===== src/rtl/dmem_arbiter.sv =====
// dmem_arbiter: two-port round-robin arbiter and access sequencer for the
// byte-addressed data memory. One transaction outstanding at a time.
//   clock, reset          : system clock, synchronous active-high reset
//   pN_req/we/memop/addr  : port N request (N=0 LSU, N=1 DMA/debug)
//   pN_wdata              : port N store data, LSB-aligned
//   pN_gnt, pN_done       : accept pulse, completion pulse
//   pN_rdata              : extended load result (held between loads)
//   mem_addr/rd/rdata     : memory read side, rdata valid cycle after rd
//   mem_we/wdata          : memory full-word write side
module dmem_arbiter #(
    parameter int ADDR_W = 32
) (
    input  logic              clock,
    input  logic              reset,
    input  logic              p0_req,
    input  logic              p0_we,
    input  logic [2:0]        p0_memop,
    input  logic [ADDR_W-1:0] p0_addr,
    input  logic [31:0]       p0_wdata,
    output logic              p0_gnt,
    output logic              p0_done,
    output logic [31:0]       p0_rdata,
    input  logic              p1_req,
    input  logic              p1_we,
    input  logic [2:0]        p1_memop,
    input  logic [ADDR_W-1:0] p1_addr,
    input  logic [31:0]       p1_wdata,
    output logic              p1_gnt,
    output logic              p1_done,
    output logic [31:0]       p1_rdata,
    output logic [ADDR_W-1:0] mem_addr,
    output logic              mem_rd,
    input  logic [31:0]       mem_rdata,
    output logic              mem_we,
    output logic [31:0]       mem_wdata
);

    typedef enum logic [1:0] {IDLE, RD, WAIT, WR} state_t;

    state_t            state;
    state_t            state_nx;
    logic              rr;
    logic              l_we;
    logic [2:0]        l_op;
    logic [ADDR_W-1:0] l_addr;
    logic [31:0]       l_data;
    logic              l_port;
    logic [31:0]       hold0;
    logic [31:0]       hold1;

    logic              take;
    logic              sel;
    logic              s_we;
    logic [2:0]        s_op;
    logic [ADDR_W-1:0] s_addr;
    logic [31:0]       s_wdata;
    logic [31:0]       ext;
    logic [31:0]       merged;

    function automatic logic bad_op(input logic [2:0] op);
        return (op == 3'b011) || (op[2:1] == 2'b11);
    endfunction

    // rr remembers the port served last; a tie goes to the other one.
    always_comb begin
        take = p0_req | p1_req;
        sel  = (p0_req && p1_req) ? ~rr : p1_req;
        s_we    = sel ? p1_we    : p0_we;
        s_op    = sel ? p1_memop : p0_memop;
        s_addr  = sel ? p1_addr  : p0_addr;
        s_wdata = sel ? p1_wdata : p0_wdata;
    end

    always_comb begin
        case (l_op)
            3'b000:  ext = {{24{mem_rdata[7]}}, mem_rdata[7:0]};
            3'b001:  ext = {{16{mem_rdata[15]}}, mem_rdata[15:0]};
            3'b010:  ext = mem_rdata;
            3'b100:  ext = {24'h0, mem_rdata[7:0]};
            3'b101:  ext = {16'h0, mem_rdata[15:0]};
            default: ext = 32'h0;
        endcase
        // Only byte and half stores take the read-modify-write path.
        if (l_op[0])
            merged = {mem_rdata[31:16], l_data[15:0]};
        else
            merged = {mem_rdata[31:8], l_data[7:0]};
    end

    // Outputs are suppressed while reset is high so an aborted
    // transaction never signals completion or writes memory.
    always_comb begin
        state_nx  = state;
        p0_gnt    = 1'b0;
        p1_gnt    = 1'b0;
        p0_done   = 1'b0;
        p1_done   = 1'b0;
        p0_rdata  = hold0;
        p1_rdata  = hold1;
        mem_addr  = '0;
        mem_rd    = 1'b0;
        mem_we    = 1'b0;
        mem_wdata = 32'h0;
        if (!reset) begin
            case (state)
                IDLE: begin
                    if (take) begin
                        p0_gnt = ~sel;
                        p1_gnt = sel;
                        if (s_we && (s_op == 3'b010 || bad_op(s_op)))
                            state_nx = WR;
                        else
                            state_nx = RD;
                    end
                end
                RD: begin
                    mem_rd   = 1'b1;
                    mem_addr = l_addr;
                    state_nx = WAIT;
                end
                WAIT: begin
                    mem_addr = l_addr;
                    if (l_we) begin
                        state_nx = WR;
                    end else begin
                        p0_done  = ~l_port;
                        p1_done  = l_port;
                        if (l_port) p1_rdata = ext;
                        else        p0_rdata = ext;
                        state_nx = IDLE;
                    end
                end
                WR: begin
                    mem_addr = l_addr;
                    if (!bad_op(l_op)) begin
                        mem_we    = 1'b1;
                        mem_wdata = l_data;
                    end
                    p0_done  = ~l_port;
                    p1_done  = l_port;
                    state_nx = IDLE;
                end
                default: state_nx = IDLE;
            endcase
        end
    end

    always_ff @(posedge clock) begin
        if (reset) begin
            state  <= IDLE;
            rr     <= 1'b1;
            l_we   <= 1'b0;
            l_op   <= 3'b0;
            l_addr <= '0;
            l_data <= 32'h0;
            l_port <= 1'b0;
            hold0  <= 32'h0;
            hold1  <= 32'h0;
        end else begin
            state <= state_nx;
            if (state == IDLE && take) begin
                rr     <= sel;
                l_port <= sel;
                l_we   <= s_we;
                l_op   <= s_op;
                l_addr <= s_addr;
                l_data <= s_wdata;
            end
            if (state == WAIT) begin
                if (l_we)
                    l_data <= merged;
                else if (l_port)
                    hold1 <= ext;
                else
                    hold0 <= ext;
            end
        end
    end

endmodule

===== config.mk =====
export PLATFORM = sky130hd
export DESIGN_NAME = dmem_arbiter
export DESIGN_NICKNAME = d
export VERILOG_FILES = /design/src/rtl/dmem_arbiter.sv
export SDC_FILE = /design/constraint.sdc
export NUM_CORES = 1
export LEC_CHECK = 0
export BUFFER_PORTS_ARGS = -buffer_cell sky130_fd_sc_hd__clkbuf_2
export CORE_UTILIZATION = 52
export DETAILED_ROUTE_END_ITERATION = 8
export GPL_TIMING_DRIVEN = 0
export PLACE_DENSITY_LB_ADDON = 0.2
export SETUP_SLACK_MARGIN = 0.5
export SLEW_MARGIN = 10
export SYNTH_ARGS = -nofsm -noshare
export SYNTH_HDL_FRONTEND = slang
export SYNTH_SLANG_ARGS = --single-unit

===== constraint.sdc =====
create_clock -name clock -period 3 [get_ports clock]
set_input_delay 0.6 -clock clock [delete_from_list [all_inputs] [get_ports clock]]
set_output_delay 0.6 -clock clock [all_outputs]
set_load 0.02 [all_outputs]

==> flow_summary.yaml <==
die:
  die_h_um: 120
  start_util_pct: 54.1
  rows: 42
  die_w_um: 120
  ios: 306
  core_um2: 13500
  die_area_um2: 14500
clock_tree:
  cts_buffers: 17
  clock_sinks: 136
  cts_tree: "done"
  root_buffer: "clkbuf_16"
  insertion_delay_ns: 0.44
  clk_pin_slew_ns: 0.06
  cts-htree-levels: 4
  clockBufferDepth: 2
layout:
  diodes: 0
  filler_cell_count: 829
  fin_util_pct: 83.3
  areaGrowthSynthToFinish_pct: 53.9
  drive_above_1_share_pct: 40.6
  final_common_cell: "clkbuf_2"
  final_cell_mix: "clkbuf_2 (251), nand2_1 (147), dfxtp_1 (130)"
  fin_area_um2: 11200
  multi_input_area_um2: 4790
  nets: 1476
  ff_latch_area_um2: 2740
drt:
  drt_iter0_markers: 1050
  wl_per_cell_um: 20.6
  remaining_drc_errors: 0
  firstDrtPassIters: 5
  drt_wl_total_um: 30700
  vias_per_cell: 6.26
  postRouteAntennaNets: 0
  vias: 9345
power:
  powerDensity_nw_per_um2: 562
  ir_worst_vdd_mv: 0.337
  leakagePower_uw: 0.00494
  p_total_uw: 6300
setup_path:
  reg2reg_to: "hold1[16]"
  cp_slowest_stage_delay_ns: 0.32
  startpoint_type: "flop"
  r2r_slack_ns: 0.93
  cp-end-kind: "output pin"
  crit_slowest_cell: "dfxtp_2"
  required_ns: 2.40
  cp_cell_sequence: "buf_6 -> clkbuf_2 -> nand2_1 -> a21oi_4 -> o21bai_4 -> o21ai_2 -> clkbuf_4"
  path_max_fanout: 10
  worstSetupPathType: "reg2out"
  worstPathArrival_ns: 2.04
  r2r_start: "state[0]"
  ff2ff_path_depth: 8
timing:
  report.final.slew_viol_count: 0
  fin_crit_ns: 2.64
  tns_ns: 0
  hold_viol_final: 0
  maxSlewHeadroom_pct: 56.6
  rsz0062_at_grt: "yes"
  finalClockSkew_ns: 0.00871
  min_period_over_period_pct: 88.1
  whs_ns: 0.402
  tightest_slew_ns: 0.651
  setup_viol_count_final: 0
  fmax_mhz: 378
placed_design:
  dpl.hpwl_um: 19500
  placed_area_um2: 9030
  gp_congestion: 0.843
  io_buffers: 305
hold_path:
  hold_path_class: "in2reg"
  hold_path_end: "l_addr[26]"
  hold_path_depth: 2
  min_from: "p0_addr[26]"
grt:
  grt_antenna_before_repair: 0
  grt_pass1_vias: 8753
  grt_max_degree: 17
  grt_overflow_total: 0
  grt_pass1_wl_um: 45000
  gr-usage-all-layers_pct: 39.9
logic_synthesis:
  synth_area_um2: 7280
  synth_top_area_cell: "dfxtp_1"
  synth_cell_types: 48
  synth-seq-cells: 136
  synth-edff-count: 0
  async_reset_ff_share_pct: 0
  synth_sequential_area_ratio_pct: 37.4
  synth_cells: 948
  syn-num-nets: 1120
  ys_warn_count: 0
  synthTopCellsByArea: "dfxtp_1 (37%), nand2_1 (8.1%), mux2i_1 (6.2%)"
  synthFlopType: "dfxtp_1"
  synth.avg_cell_area_um2: 7.68
  synth_top_area_share_pct: 37.4
run:
  max_cap_viol_count: 0
status:
  run_status: "finished clean"
## per-stage QoR
stage / std cells / setup slack (ns)
floorplan: 948 / 0.701
global placement: 1429 / 0.220
detailed placement: 1429 / 0.233
CTS: 1488 / 0.387
global route: 1493 / 0.352
finish: 1493 / 0.357
## worst max-delay path by stage
stage | slack (ns) | to | cells past startpoint | from
final | 0.36 | p0_rdata[29] | 7 | l_op[1]
after floorplan | 0.70 | p1_rdata[31] | 6 | state[0]
after global placement | 0.22 | p1_rdata[9] | 7 | reset
after global routing | 0.35 | p0_rdata[29] | 7 | l_op[1]
after detailed placement | 0.23 | p1_rdata[9] | 7 | reset
after CTS | 0.39 | p1_rdata[13] | 7 | state[0]
## power by group
part / internal, uW / switching [uW]
clock: 1280 / 809
combinational: 872 / 1230
sequential: 1990 / 115
total: 4150 / 2160
## routing by layer
metal | routed length [um] | track usage (%)
met5 | 0 | 0
met3 | 3260 | 8.63
met2 | 14500 | 66.0
met4 | 1600 | 20.7
met1 | 11400 | 48.6
## critical path, delay by kind of cell, from the launching register on
kind / cells / cell delay, ns
flops: 1 / 0.32
compound gates: 3 / 0.54
buf+inv: 3 / 0.59
simple gates: 1 / 0.16
## synthesized netlist by cell type (2+ instances only)
| cell | instances |
|---|---|
| nand2_1 | 158 |
| dfxtp_1 | 136 |
| nor2_1 | 87 |
| o21ai_0 | 59 |
| clkbuf_1 | 58 |
| and2_1 | 56 |
| a21oi_1 | 49 |
| a211oi_1 | 45 |
| mux2i_1 | 45 |
| nand3_1 | 32 |
| o21ai_1 | 32 |
| o22ai_1 | 32 |
| buf_2 | 22 |
| o21bai_1 | 17 |
| o211a_1 | 16 |
| a221o_1 | 9 |
| a22o_1 | 8 |
| buf_4 | 8 |
| o211ai_1 | 8 |
| a22oi_1 | 7 |
| a222oi_1 | 6 |
| a221oi_1 | 5 |
| a311oi_1 | 5 |
| buf_1 | 5 |
| a31oi_1 | 3 |
| and3_1 | 3 |
| buf_6 | 3 |
| inv_1 | 3 |
| nand2b_1 | 3 |
| nor2b_1 | 3 |
| nor3_1 | 3 |
| nor3b_1 | 3 |
| o221ai_1 | 3 |
| or3_1 | 2 |
## state kept, by name, summed over array words and instances, names as in the netlist
signal and cells:
l_we 1, l_port 1, l_op 3, l_addr 32, rr 1, state 2
l_data 32, hold0 32, hold1 32
## cell families (layout without fill, tap and decap cells)
group,count (synthesis),in the layout,share of synthesized area (%)
buf+inv,99,467,6.20
simple gates,358,359,22.2
mux,45,45,6.18
compound gates,310,310,28.0
flops,136,136,37.4
## what timing repair did
action | CTS | global route
hold buffers | 0 | 0
gates cloned | 8 | 0
setup endpoints to repair | 131 | 112
gates resized for setup | 290 | 130
pin swaps | 20 | 16
setup buffers | 19 | 5
## final cells by class
| type | count | share of cell area [%] |
|---|---|---|
| Buffer | 96 | 6.65 |
| Clock buffer | 23 | 4.26 |
| Clock inverter | 9 | 0.871 |
| Inverter | 3 | 0.100 |
| Multi-Input combinational cell | 714 | 42.8 |
| Sequential cell | 136 | 24.4 |
| Tap cell | 176 | 1.96 |
| Timing Repair Buffer | 336 | 19.0 |
No activity file was read; power rests on OpenSTA's default activity.
